File: config.mk
export PLATFORM = sky130hd
export DESIGN_NAME = mult_div_unit
export DESIGN_NICKNAME = d
export VERILOG_FILES = /design/src/rtl/mult_div_unit.sv
export SDC_FILE = /design/constraint.sdc
export NUM_CORES = 1
export LEC_CHECK = 0
export CAP_MARGIN = 20
export CORE_UTILIZATION = 60
export DETAILED_ROUTE_END_ITERATION = 10
export PLACE_DENSITY = 0.92
export SYNTH_ARGS = -nofsm -noshare
export SYNTH_HDL_FRONTEND = slang
export SYNTH_SLANG_ARGS = --single-unit
File: constraint.sdc
create_clock -name clk -period 4.29 [get_ports clk]
set_input_delay 0.6435 -clock clk [delete_from_list [all_inputs] [get_ports clk]]
set_output_delay 0.6435 -clock clk [all_outputs]
set_load 0.05 [all_outputs]
File: src/rtl/mult_div_unit.sv
// Iterative multiply/divide unit (MULT, MULTU, DIV, DIVU) with HI/LO registers.
// One radix-2 step per cycle: shift-add for multiply, restoring shift-subtract
// for divide, then a single FIXUP cycle for sign correction and the HI/LO commit.
// Optional: define MDU_FAST_MULT_EN to finish MULT/MULTU in one cycle with a
// combinational multiplier; DIV/DIVU stay iterative either way.
module mult_div_unit #(
    parameter int WIDTH = 32,
    parameter int CNT_W = 6
) (
    input  logic             clk,
    input  logic             reset,
    input  logic             start,
    input  logic [1:0]       op,
    input  logic [WIDTH-1:0] a,
    input  logic [WIDTH-1:0] b,
    input  logic             mthi,
    input  logic             mtlo,
    output logic [WIDTH-1:0] hi,
    output logic [WIDTH-1:0] lo,
    output logic             busy,
    output logic             done,
    output logic             div_by_zero
);

    typedef enum logic [1:0] {IDLE, RUN, FIXUP} state_t;

    state_t             state_q, state_d;
    logic [1:0]         op_q, op_d;
    logic               sign_a_q, sign_a_d;   // dividend sign, drives remainder sign
    logic               neg_q, neg_d;         // sign(a) ^ sign(b)
    logic [WIDTH-1:0]   mag_a_q, mag_a_d;
    logic [WIDTH-1:0]   mag_b_q, mag_b_d;
    logic [WIDTH-1:0]   orig_a_q, orig_a_d;   // raw dividend for the divide-by-zero commit
    logic [CNT_W-1:0]   cnt_q, cnt_d;
    logic [2*WIDTH-1:0] prod_q, prod_d;
    logic [WIDTH:0]     rem_q, rem_d;
    logic [WIDTH-1:0]   quo_q, quo_d;
    logic [WIDTH-1:0]   hi_q, hi_d;
    logic [WIDTH-1:0]   lo_q, lo_d;
    logic               done_q, done_d;
    logic               dbz_q, dbz_d;

    // Operand conditioning at start: op[0]==0 marks the signed ops.
    logic               a_neg, b_neg;
    logic [WIDTH-1:0]   start_mag_a, start_mag_b;

    assign a_neg       = ~op[0] & a[WIDTH-1];
    assign b_neg       = ~op[0] & b[WIDTH-1];
    assign start_mag_a = a_neg ? -a : a;
    assign start_mag_b = b_neg ? -b : b;

    // Per-iteration datapath.
    logic [WIDTH:0]     mul_sum;
    logic [WIDTH+1:0]   div_shift;
    logic [WIDTH+1:0]   div_trial;
    logic [2*WIDTH-1:0] prod_fix;
    logic [WIDTH-1:0]   quo_fix;
    logic [WIDTH-1:0]   rem_fix;

    assign mul_sum   = {1'b0, prod_q[2*WIDTH-1:WIDTH]} + (prod_q[0] ? {1'b0, mag_a_q} : '0);
    assign div_shift = {rem_q, quo_q[WIDTH-1]};
    assign div_trial = div_shift - {2'b00, mag_b_q};
    assign prod_fix  = neg_q ? -prod_q : prod_q;
    assign quo_fix   = neg_q ? -quo_q : quo_q;
    assign rem_fix   = sign_a_q ? -rem_q[WIDTH-1:0] : rem_q[WIDTH-1:0];

`ifdef MDU_FAST_MULT_EN
    // Low 2W bits of the product of sign/zero-extended operands equal the
    // signed/unsigned W x W product.
    logic [2*WIDTH-1:0] fast_prod;
    assign fast_prod = op[0] ? ({{WIDTH{1'b0}}, a} * {{WIDTH{1'b0}}, b})
                             : ({{WIDTH{a[WIDTH-1]}}, a} * {{WIDTH{b[WIDTH-1]}}, b});
`endif

    // Next-state and datapath update for IDLE/RUN/FIXUP.
    always_comb begin
        // NOTE: every _d takes its held value first, so no path can infer a latch.
        state_d  = state_q;
        op_d     = op_q;
        sign_a_d = sign_a_q;
        neg_d    = neg_q;
        mag_a_d  = mag_a_q;
        mag_b_d  = mag_b_q;
        orig_a_d = orig_a_q;
        cnt_d    = cnt_q;
        prod_d   = prod_q;
        rem_d    = rem_q;
        quo_d    = quo_q;
        hi_d     = hi_q;
        lo_d     = lo_q;
        dbz_d    = dbz_q;
        done_d   = 1'b0;

        case (state_q)
            IDLE: begin
                if (start) begin
                    op_d     = op;
                    sign_a_d = a_neg;
                    neg_d    = a_neg ^ b_neg;
                    mag_a_d  = start_mag_a;
                    mag_b_d  = start_mag_b;
                    orig_a_d = a;
                    cnt_d    = '0;
                    prod_d   = {{WIDTH{1'b0}}, start_mag_b};
                    rem_d    = '0;
                    quo_d    = start_mag_a;
                    dbz_d    = op[1] && (b == '0);
                    state_d  = RUN;
`ifdef MDU_FAST_MULT_EN
                    if (!op[1]) begin
                        hi_d    = fast_prod[2*WIDTH-1:WIDTH];
                        lo_d    = fast_prod[WIDTH-1:0];
                        done_d  = 1'b1;
                        state_d = IDLE;
                    end
`endif
                end else begin
                    if (mthi) hi_d = a;
                    if (mtlo) lo_d = a;
                end
            end

            RUN: begin
                cnt_d = cnt_q + CNT_W'(1);
                if (op_q[1]) begin
                    // Restoring step: keep the trial difference only if it did not go negative.
                    rem_d = div_trial[WIDTH+1] ? div_shift[WIDTH:0] : div_trial[WIDTH:0];
                    quo_d = {quo_q[WIDTH-2:0], ~div_trial[WIDTH+1]};
                end else begin
                    prod_d = {mul_sum, prod_q[WIDTH-1:1]};
                end
                if (cnt_q == CNT_W'(WIDTH-1)) state_d = FIXUP;
            end

            FIXUP: begin
                state_d = IDLE;
                done_d  = 1'b1;
                if (op_q[1]) begin
                    if (dbz_q) begin
                        hi_d = orig_a_q;
                        lo_d = '1;
                    end else begin
                        hi_d = rem_fix;
                        lo_d = quo_fix;
                    end
                end else begin
                    hi_d = prod_fix[2*WIDTH-1:WIDTH];
                    lo_d = prod_fix[WIDTH-1:0];
                end
            end

            default: state_d = IDLE;
        endcase
    end

    // State and datapath registers with synchronous active-low reset.
    always_ff @(posedge clk) begin
        // NOTE: non-blocking assignments here so every register samples pre-edge values.
        if (!reset) begin
            state_q  <= IDLE;
            op_q     <= '0;
            sign_a_q <= 1'b0;
            neg_q    <= 1'b0;
            mag_a_q  <= '0;
            mag_b_q  <= '0;
            orig_a_q <= '0;
            cnt_q    <= '0;
            prod_q   <= '0;
            rem_q    <= '0;
            quo_q    <= '0;
            hi_q     <= '0;
            lo_q     <= '0;
            done_q   <= 1'b0;
            dbz_q    <= 1'b0;
        end else begin
            state_q  <= state_d;
            op_q     <= op_d;
            sign_a_q <= sign_a_d;
            neg_q    <= neg_d;
            mag_a_q  <= mag_a_d;
            mag_b_q  <= mag_b_d;
            orig_a_q <= orig_a_d;
            cnt_q    <= cnt_d;
            prod_q   <= prod_d;
            rem_q    <= rem_d;
            quo_q    <= quo_d;
            hi_q     <= hi_d;
            lo_q     <= lo_d;
            done_q   <= done_d;
            dbz_q    <= dbz_d;
        end
    end

    assign hi          = hi_q;
    assign lo          = lo_q;
    assign busy        = (state_q != IDLE);
    assign done        = done_q;
    assign div_by_zero = dbz_q;

endmodule

==> run_results.csv, run 1 <==
group,metric,value,unit
synthesis,synth_edf_count,0,
place,place.detailed.hpwl,53.5,mm
synthesis,synth_seq_cells,301,
clocking,cts_setup_buffers,0,
clocking,cts_tree,"built",
routing,top_layer_used,"met5",
floorplanning,die_y,183,um
synthesis,synth_top_area_share,0.305,
routing,drc,0,
clocking,clkLatencyLatePin,0.52,ns
routing,drt_iter0_drc,2716,
floorplanning,die_w,183,um
routing,drtPass1Iterations,7,
sta,drv_slew,0,
synthesis,synth_cell_types,69,
sta,fmax,255,MHz
routing,met1_length,27.8,mm
synthesis,avgSynthCellArea,7.46,um^2
floorplanning,dieArea,33600,um^2
synthesis,ys.flop_type,"dfxtp_1",
final_layout,layout_commonest_cell,"nor2_1",
final_layout,finalNetCount,2835,
floorplanning,core,32500,um^2
pwr,power_density,368,nW/um^2
floorplanning,std_cell_rows,66,
clocking,ctsResizeCount,0,
routing,via_count,21000,
sta,relSlewSlack,0.319,
place,gp_congestion,1.04,
sta,setup_viol,0,
run,cap_violations,0,
place,io_buffers,137,
sta,fin_tns_setup,0,ns
setup_path,endpoint_kind,"flop",
sta,skew,0.0168,ns
final_layout,mostFrequentLayoutCells,"nor2_1 (329), dfxtp_1 (298), nand2_1 (275), a21oi_1 (264), o21ai_0 (203)",
setup_path,crit_fanout,4,
setup_path,path_class,"flop to flop",
clocking,cts.clk_slew.worst_paths,0.06,ns
outcome,status,"completed",
global_routing,grt_first_pass_wirelength,110,mm
setup_path,cp.required,4.69,ns
sta,timing.final.crit_share,0.913,
place,dp_slack,0.424,ns
routing,routed-wl-met2,31.4,mm
clocking,ctsHoldBuffers,0,
floorplanning,initial_core_util,0.608,
routing,via_per_inst,6.66,
synthesis,seq_area_frac_synth,0.305,
clocking,clockBufferDepth,3,
routing,wl,72.6,mm
global_routing,grt.total_usage,0.424,
sta,min_period,3.92,ns
synthesis,synth_fp_nets,2790,
global_routing,grt_pass1_vias,19300,
sta,tightestPinTransition,1.01,ns
hold_path,min_path_type,"flop to flop",
sta,whs,0.455,ns
global_routing,antenna_found_initial,0,
synthesis,ys.warnings.count,0,
clocking,clkSinkCount,301,
synthesis,synth.area.top_cells,"dfxtp_1 (31%), a21oi_1 (6.7%), xnor2_1 (6.6%)",
setup_path,worst_setup_path_start_kind,"flop",
pwr,leakage,8.69,nW
setup_path,worstPathArrival,4.32,ns
final_layout,final_area,22600,um^2
clocking,root_buffer,"clkbuf_16",
sta,setup_ws,0.374,ns
routing,ant_nets,0,
final_layout,drive_gt1_frac,0.0579,
routing,wl_per_cell,23.0,um
synthesis,yosysTopAreaCell,"dfxtp_1",
pwr,ir_worst_vdd,255,uV
global_routing,grt_overflow,0,
final_layout,diodes,0,
synthesis,asyncSetResetFlopFracSynth,0,
final_layout,area_growth,14.6,%
synthesis,synth_cells,2647,
clocking,htreeDepth,2,
floorplanning,num_io_pins,138,
global_routing,grt_max_degree,94,
sta,hold_violations,0,
clocking,cts-buffers-inserted,35,
sta,rsz0062_at_grt,"false",
place,placed_area,21500,um^2
synthesis,synth.cell_area,19700,um^2
routing,met3_length,7.62,mm
==> synthesized netlist by cell type, drive strengths merged (3+ instances only) <==
master   count
nand2      275
a21oi      265
a31oi       25
nor2       334
a41oi        5
nor3        44
or2         20
a211oi     121
a211o        6
a22oi       19
o31ai       40
o41ai       22
o211ai      28
nand2b      23
o22ai       11
inv         68
o21bai       6
o21ai      206
nor4        21
o221ai      28
or3         32
and2        35
a311oi       8
or4         20
nand3       37
clkbuf     165
a21o        27
a21boi       4
and3        16
nand4b       3
xor2        80
a221oi      10
a2111oi      6
xnor2      149
buf         21
nor4b        3
nand3b       4
nor3b        5
mux2i       25
nor2b       12
mux2         5
dfxtp      301
nand4       15
ha          70
o21a         8
==> cell type report <==
type                       instances  area [um^2]
clock buffer                      52         1060
clock inverter                     6         82.6
fill                            2605         9840
inverter                          69          264
multi-input combinational       2091        12800
sequential                       301         6030
tap                              442          553
timing repair buffer             194         1830
==> report_power, final <==
group	switching (W)	internal, W	leakage [nW]
logic	0.00135	0.000751	5.66
clock network	0.00119	0.00182	0.562
registers	0.000227	0.00298	2.47
total	0.00277	0.00555	8.69
==> logic make-up (layout without fill, tap and decap cells) <==
logic type | count (synthesis) | in the layout | synth area share
DFF | 301 | 301 | 0.305
muxes | 30 | 30 | 0.0155
and+or+nand+nor | 901 | 901 | 0.209
AOI/OAI and AO/OA | 859 | 859 | 0.273
xor gates and xnor gates | 229 | 229 | 0.102
buffers and inverters | 255 | 321 | 0.0490
adders and majority gates | 72 | 72 | 0.0464
==> flip-flops by register name (all words and copies together) (netlist names), 2 cells and up <==
register  cells
orig_a_q     31
quo_q        32
state_q       2
cnt_q         6
hi           32
mag_a_q      32
prod_q       64
rem_q        33
lo           32
mag_b_q      32
==> stage by stage <==
stage / power, W / cells / utilization
floorplan: 0.00458 / 2647 / -
global placement: 0.00522 / 3096 / 0.661
detailed placement: 0.00528 / 3096 / 0.661
CTS: 0.00824 / 3154 / 0.696
global route: 0.00859 / 3155 / 0.697
finish: 0.00832 / 3155 / 0.697
==> metal layers <==
metal  global-route usage  up-vias
met4                0.306        2
met2                0.656     1328
met1                0.539     9838
met5              0.00444        -
met3               0.0639      293
li1                     -     9566
==> worst paths after layout <==
kind	start	endpoint	slack, ns	cells after the start
setup / recovery	quo_q[31]$_SDFFE_PN0P_	rem_q[32]$_SDFFE_PN0P_	0.37	15
hold / removal	orig_a_q[18]$_SDFFE_PN0P_	orig_a_q[18]$_SDFFE_PN0P_	0.46	2
setup reg to reg	quo_q[31]$_SDFFE_PN0P_	rem_q[32]$_SDFFE_PN0P_	0.37	15
hold reg to reg	orig_a_q[18]$_SDFFE_PN0P_	orig_a_q[18]$_SDFFE_PN0P_	0.46	2
==> worst max-delay path: stages (launching register included) <==
cell and delay (ns):
dfxtp_1 0.38, inv_1 0.10, ha_1 0.19, inv_1 0.06, fa_1 0.43, a211oi_1 0.37
nor4_1 0.10, nor3_1 0.42, a31oi_1 0.26, a41oi_1 0.30, buf_4 0.17, o21ai_0 0.12
nor2b_1 0.15, a2111oi_0 0.49, xnor2_1 0.17, o21ai_0 0.08
Power figures use the tool's default switching activity.
==> run 2: changes to the inputs <==
- CTS_CLUSTER_SIZE: not set -> 30
==> results of run 2 <==
Final layout, timing and power as in run 1 (identical DEF).
